===== config.mk =====
export PLATFORM = sky130hd
export DESIGN_NAME = imem_arbiter
export DESIGN_NICKNAME = d
export VERILOG_FILES = /design/src/rtl/imem_pkg.sv /design/src/rtl/imem_arb_grant.sv /design/src/rtl/imem_arbiter.sv
export SDC_FILE = /design/constraint.sdc
export NUM_CORES = 1
export LEC_CHECK = 0
export CORE_AREA = 2 2 100 102
export CTS_BUF_LIST = sky130_fd_sc_hd__clkbuf_2 sky130_fd_sc_hd__clkbuf_4 sky130_fd_sc_hd__clkbuf_8
export DETAILED_ROUTE_END_ITERATION = 12
export DIE_AREA = 0 0 102 104
export PLACE_DENSITY_LB_ADDON = 0.1
export SKIP_LAST_GASP = 1
export SLEW_MARGIN = 25
export SYNTH_ARGS = -nofsm -noshare
export SYNTH_HDL_FRONTEND = slang
export SYNTH_SLANG_ARGS = --single-unit

===== constraint.sdc =====
create_clock -name clk -period 2.5 [get_ports clk]
set_clock_uncertainty 0.15 [all_clocks]
set_input_delay 0.75 -clock clk [delete_from_list [all_inputs] [get_ports clk]]
set_output_delay 0.75 -clock clk [all_outputs]
set_load 0.005 [all_outputs]

===== src/rtl/imem_pkg.sv =====
// Shared types and the address-check helper for the instruction-memory arbiter.
package imem_pkg;

  typedef enum logic {
    BOOT,
    RUN
  } arb_state_e;

  typedef enum logic [1:0] {
    NONE,
    FETCH,
    LOAD
  } owner_e;

  // Misaligned, or any byte-address bit above the word index is set.
  function automatic logic is_bad_addr(input logic [31:0] addr, input int unsigned addr_width);
    logic bad;
    bad = (addr[1:0] != 2'b00);
    for (int unsigned i = 2; i < 32; i++) begin
      if (i >= addr_width + 2 && addr[i]) bad = 1'b1;
    end
    return bad;
  endfunction

endpackage


===== src/rtl/imem_arb_grant.sv =====
// Fetch-priority grant with loader starvation protection; ready outputs are combinational.
module imem_arb_grant
  import imem_pkg::*;
#(
  parameter int unsigned STARVE_LIMIT = 8
) (
  input  logic       clk,
  input  logic       rst_n,
  input  arb_state_e state,
  input  logic       if_req_valid,
  input  logic       if_flush,
  input  logic       ld_req_valid,
  output logic       if_req_ready,
  output logic       ld_req_ready
);

  localparam int unsigned CNT_W = $clog2(STARVE_LIMIT + 1);
  localparam logic [CNT_W-1:0] LIMIT = CNT_W'(STARVE_LIMIT);

  logic [CNT_W-1:0] starve_cnt;
  logic             starved;
  logic             sel_ld;

  // The loader owns the port whenever fetch is not taking it; readies stay low in reset.
  always_comb begin
    starved      = (starve_cnt == LIMIT);
    sel_ld       = (state == BOOT) || !if_req_valid || if_flush || starved;
    if_req_ready = rst_n && !sel_ld;
    ld_req_ready = rst_n && sel_ld;
  end

  always_ff @(posedge clk or negedge rst_n) begin
    if (!rst_n) begin
      starve_cnt <= '0;
    end else if (sel_ld) begin
      starve_cnt <= '0;
    end else if (ld_req_valid && starve_cnt != LIMIT) begin
      starve_cnt <= starve_cnt + 1'b1;
    end
  end

endmodule


===== src/rtl/imem_arbiter.sv =====
// Single-port instruction BRAM arbiter between fetch and loader/debug ports.
// Define IMEM_BOOT_HOLD_EN to hold fetch off in BOOT until ld_done.
module imem_arbiter
  import imem_pkg::*;
#(
  parameter int unsigned ADDR_WIDTH   = 10,
  parameter int unsigned STARVE_LIMIT = 8
) (
  input  logic                  clk,
  input  logic                  rst_n,
  input  logic                  if_req_valid,
  output logic                  if_req_ready,
  input  logic [31:0]           if_req_addr,
  input  logic                  if_flush,
  output logic                  if_rsp_valid,
  output logic [31:0]           if_rsp_data,
  output logic                  if_rsp_err,
  input  logic                  ld_req_valid,
  output logic                  ld_req_ready,
  input  logic                  ld_req_we,
  input  logic [31:0]           ld_req_addr,
  input  logic [31:0]           ld_req_wdata,
  input  logic [3:0]            ld_req_wstrb,
  input  logic                  ld_done,
  output logic                  ld_rsp_valid,
  output logic [31:0]           ld_rsp_data,
  output logic                  ld_rsp_err,
  output logic                  mem_en,
  output logic [3:0]            mem_we,
  output logic [ADDR_WIDTH-1:0] mem_addr,
  output logic [31:0]           mem_wdata,
  input  logic [31:0]           mem_rdata
);

  arb_state_e  state_q, state_d;
  owner_e      owner_q;
  logic        err_q;
  logic        wr_q;
  logic        if_acc, ld_acc, acc_bad;
  logic [31:0] acc_addr;
  logic        fetch_rsp, load_rsp;

  imem_arb_grant #(
    .STARVE_LIMIT(STARVE_LIMIT)
  ) u_grant (
    .clk          (clk),
    .rst_n        (rst_n),
    .state        (state_q),
    .if_req_valid (if_req_valid),
    .if_flush     (if_flush),
    .ld_req_valid (ld_req_valid),
    .if_req_ready (if_req_ready),
    .ld_req_ready (ld_req_ready)
  );

`ifdef IMEM_BOOT_HOLD_EN
  always_comb begin
    state_d = state_q;
    if (state_q == BOOT && ld_done) state_d = RUN;
  end

  always_ff @(posedge clk or negedge rst_n) begin
    if (!rst_n) state_q <= BOOT;
    else        state_q <= state_d;
  end
`else
  logic unused_ld_done;
  assign unused_ld_done = ld_done;

  always_comb state_d = RUN;

  always_ff @(posedge clk or negedge rst_n) begin
    if (!rst_n) state_q <= RUN;
    else        state_q <= state_d;
  end
`endif

  // BRAM port follows whichever request was accepted this cycle.
  always_comb begin
    if_acc    = if_req_valid && if_req_ready;
    ld_acc    = ld_req_valid && ld_req_ready;
    acc_addr  = if_acc ? if_req_addr : ld_req_addr;
    acc_bad   = is_bad_addr(acc_addr, ADDR_WIDTH);
    mem_en    = (if_acc || ld_acc) && !acc_bad;
    mem_we    = (ld_acc && ld_req_we && !acc_bad) ? ld_req_wstrb : '0;
    mem_addr  = acc_addr[ADDR_WIDTH+1:2];
    mem_wdata = ld_req_wdata;
  end

  always_ff @(posedge clk or negedge rst_n) begin
    if (!rst_n) begin
      owner_q <= NONE;
      err_q   <= 1'b0;
      wr_q    <= 1'b0;
    end else begin
      owner_q <= if_acc ? FETCH : (ld_acc ? LOAD : NONE);
      err_q   <= acc_bad;
      wr_q    <= ld_acc && ld_req_we;
    end
  end

  // A flush in the response cycle cancels the fetch response only.
  always_comb begin
    fetch_rsp    = (owner_q == FETCH) && !if_flush;
    load_rsp     = (owner_q == LOAD);
    if_rsp_valid = fetch_rsp;
    if_rsp_err   = fetch_rsp && err_q;
    if_rsp_data  = (fetch_rsp && !err_q) ? mem_rdata : '0;
    ld_rsp_valid = load_rsp;
    ld_rsp_err   = load_rsp && err_q;
    ld_rsp_data  = (load_rsp && !err_q && !wr_q) ? mem_rdata : '0;
  end

endmodule


==> results.py, run 1 <==
metrics = {
    "status": {
        "outcome": "complete, but fails checks",
        "violations": "negative setup slack",
    },
    "power_and_ir_drop": {
        "pwr_density_cell_nw_per_um2": 147,
        "peakVddDrop_mv": 0.123,
        "leakagePower_uw": 0.00193,
        "p_total_uw": 561,
    },
    "worst_setup_path": {
        "critPathLaunchType": "input port",
        "r2r-start": "u_grant.starve_cnt[0]$_DFFE_PN0P_",
        "crit_family": "simple AND/OR/NAND/NOR gates",
        "r2r_slack_ns": 0.74,
        "cp_cell_sequence": "buf_6 > or4_4 > nor4_4 > buf_4 > buf_6 > and3_4 > buf_6",
        "worstSetupPathType": "in -> out",
        "cp.buffers_inverters": 4,
        "worst-r2r-cell-count": 9,
        "path_max_fanout": 3,
        "arrival_ns": 2.09,
        "path_common_cell": "buf_6",
        "cp_slowest_cell": "or4_4",
        "slowest_delay_ns": 0.53,
        "critical_path_required_ns": 1.60,
        "end_kind": "primary output",
        "regToRegEndpoint": "owner_q[0]$_DFF_PN0_",
    },
    "global_routing": {
        "antenna_found_initial": 0,
        "first_global_vias": 2069,
        "gr-total-overflow": 0,
        "groute.usage.overall_pct": 12.0,
        "grt_pass1_wl_mm": 10.1,
        "grt_max_degree": 17,
    },
    "synthesis": {
        "synth_flop_cell": "dfrtp_1",
        "yosysTopAreaCellShare_pct": 31.5,
        "synth_top_cell_by_area": "and2_1",
        "synth_common_cells": "and2_1, nand2_1, buf_4, nor4_1, dfrtp_1",
        "synth_cell_types": 27,
        "syn-num-nets": 334,
        "yosysMostFrequentCell": "and2_1",
        "syn_area_per_cell_um2": 6.88,
        "ys_seq_elements": 8,
        "async_flop_share_pct": 100,
        "synth_edf_count": 0,
        "synth-seq-area-share_pct": 15.1,
        "synthCells": 193,
        "ys_warn_count": 0,
        "syn_area_um2": 1330,
        "ys_top_cells_by_area": "and2_1, buf_4, dfrtp_1",
    },
    "timing": {
        "slew_headroom_pct": 81.7,
        "fin_ws_ns": -0.488,
        "min_period_ns": 2.99,
        "fin_tns_setup_ns": -8.09,
        "worst_pin_slew_ns": 0.272,
        "fmax_ghz": 0.335,
        "slew_violations": 0,
        "setup_viol": 51,
        "hold_viol_final": 0,
        "min_period_over_period_pct": 120,
        "rsz0062_at_grt": "yes",
    },
    "die": {
        "initial_core_util_pct": 13.9,
        "rows": 36,
        "die_x_um": 102,
        "core-area_um2": 9550,
        "io_pins": 256,
        "die_h_um": 104,
        "dieArea_um2": 10600,
    },
    "route": {
        "drt_pass1_iterations": 4,
        "wirelength_mm": 7.27,
        "drc": 0,
        "routed_via_density": 3.91,
        "ant_nets": 0,
        "via_count": 2107,
        "drtIter0Drc": 39,
        "wl_per_cell_um": 13.5,
    },
    "placement": {
        "portBuffers": 190,
        "dp.cells": 496,
        "place_hpwl_mm": 5.12,
        "dp_slack_ns": -1.11,
        "place_congestion": 0.696,
    },
    "clock_tree": {
        "clk_pin_slew_worst_paths_ns": 0.04,
        "cts_tree": "yes",
        "cts_buffers": 3,
        "cts_max_level": 1,
        "clk_latency_ns": 0.22,
        "clock_sinks": 8,
        "root_buffer": "clkbuf_8",
        "ctsHoldBuffers": 0,
        "cts_buffer_depth": 2,
    },
    "finish": {
        "nets": 549,
        "nFillCells": 1000,
        "drive_above_1_share_pct": 57.1,
        "final_util_pct": 40.0,
        "antenna_cells": 0,
        "syn2layout_area_growth_pct": 187,
        "final_cell_count_no_fill": 539,
    },
    "worst_hold_path": {
        "hold_path.class": "in -> async",
    },
    "job": {
        "maxCapViolCount": 0,
    },
}
## cells by family (layout without fill, tap and decap cells)
group	Yosys count	after routing	synth area share, %
adders and majority gates	2	2	1.88
xor gates and xnor gates	3	3	1.98
buffers and inverters	44	257	21.6
muxes	1	1	0.753
and+or+nand+nor	133	133	57.7
AOI/OAI and AO/OA	2	2	1.04
DFF	8	8	15.1
## flip-flops by register name (all words and copies together) (netlist names)
register and count:
err_q 1, u_grant.starve_cnt 4, wr_q 1, owner_q 2
## cells in the final DEF (no fill, tap or decap), types with 2 or more instances in the layout
master / count
buf_8: 7
nor4_4: 2
clkdlybuf4s15_1: 5
nor4_1: 3
dfrtp_1: 8
dlymetal6s2s_1: 6
clkbuf_8: 3
inv_1: 2
buf_4: 28
and3_1: 3
buf_2: 20
nor3b_4: 2
xor2_1: 2
and2_4: 36
dlygate4sd2_1: 10
nand2_2: 11
nand2_1: 21
ha_1: 2
nor4_2: 5
nor2_1: 5
and2_1: 31
clkdlybuf4s50_1: 69
buf_12: 3
clkbuf_2: 37
and3_4: 2
nor2b_4: 2
nand4_1: 3
buf_6: 63
## repair_timing
item,CTS,global route
gates cloned,5,2
pin swaps,54,29
endpoints found under the hold margin,0,0
setup buffers,36,10
gates resized for setup,367,184
setup endpoints to repair,83,82
## where the power goes
part	switching, µW	total [µW]	internal [µW]
Clock	46.8	151	104
Sequential	2.47	136	133
Combinational	84.3	275	190
## how the worst max path moves through the flow
stage / start / to / slack, ns / cells after the start
after floorplan: ld_req_addr[16] / mem_we[0] / -0.09 / 3
after global placement: ld_req_addr[0] / mem_we[3] / -1.12 / 6
after detailed placement: ld_req_addr[0] / mem_we[1] / -1.11 / 6
after CTS: ld_req_addr[20] / mem_we[1] / -0.56 / 7
after global routing: ld_req_addr[18] / mem_we[1] / -0.54 / 7
final: ld_req_addr[18] / mem_we[1] / -0.49 / 7
## metrics by stage
step	hold slack, ns	instance area [µm²]
2_1_floorplan	0.304	1330
3_3_place_gp	0.460	3320
3_5_place_dp	0.474	3320
4_1_cts	0.440	3770
5_1_grt	0.462	3820
6_report	0.449	3820
## worst reg2reg max path, delay by kind of cell, from the launching register on
family,cells,cell delay [ns]
DFF,1,0.37
adders and majority gates,1,0.14
buffers and inverters,6,0.64
and+or+nand+nor,2,0.36
## metal layers
layer / vias up / share of wire (%) / wire (µm) / GRT usage [%]
met3: 2 / 13 / 923 / 4.03
met1: 940 / 31 / 2260 / 10.2
met2: 150 / 56 / 4050 / 25.7
met4: 0 / 0.47 / 34 / 2.00
met5: - / 0 / 0 / 0
li1: 1015 / - / - / -
## final cells by class
type | instances | area, µm² | area share, %
repair buffers | 249 | 2280 | 59.8
repair inverters | 1 | 16.3 | 0.426
clock buffers | 3 | 41.3 | 1.08
flip-flops and latches | 8 | 200 | 5.24
well taps | 133 | 166 | 4.36
inverters | 4 | 27.5 | 0.721
multi-input cells | 141 | 1080 | 28.4
Power figures use the tool's default switching activity.
==> inputs of run 2 (changes only) <==
--- a/config.mk
+++ b/config.mk
@@ -5,6 +5,7 @@
 export SDC_FILE = /design/constraint.sdc
 export NUM_CORES = 1
 export LEC_CHECK = 0
+export CAP_MARGIN = 20
 export CORE_AREA = 2 2 100 102
 export CTS_BUF_LIST = sky130_fd_sc_hd__clkbuf_2 sky130_fd_sc_hd__clkbuf_4 sky130_fd_sc_hd__clkbuf_8
 export DETAILED_ROUTE_END_ITERATION = 12
==> results of run 2 <==
Final layout, timing and power as in run 1 (identical DEF).
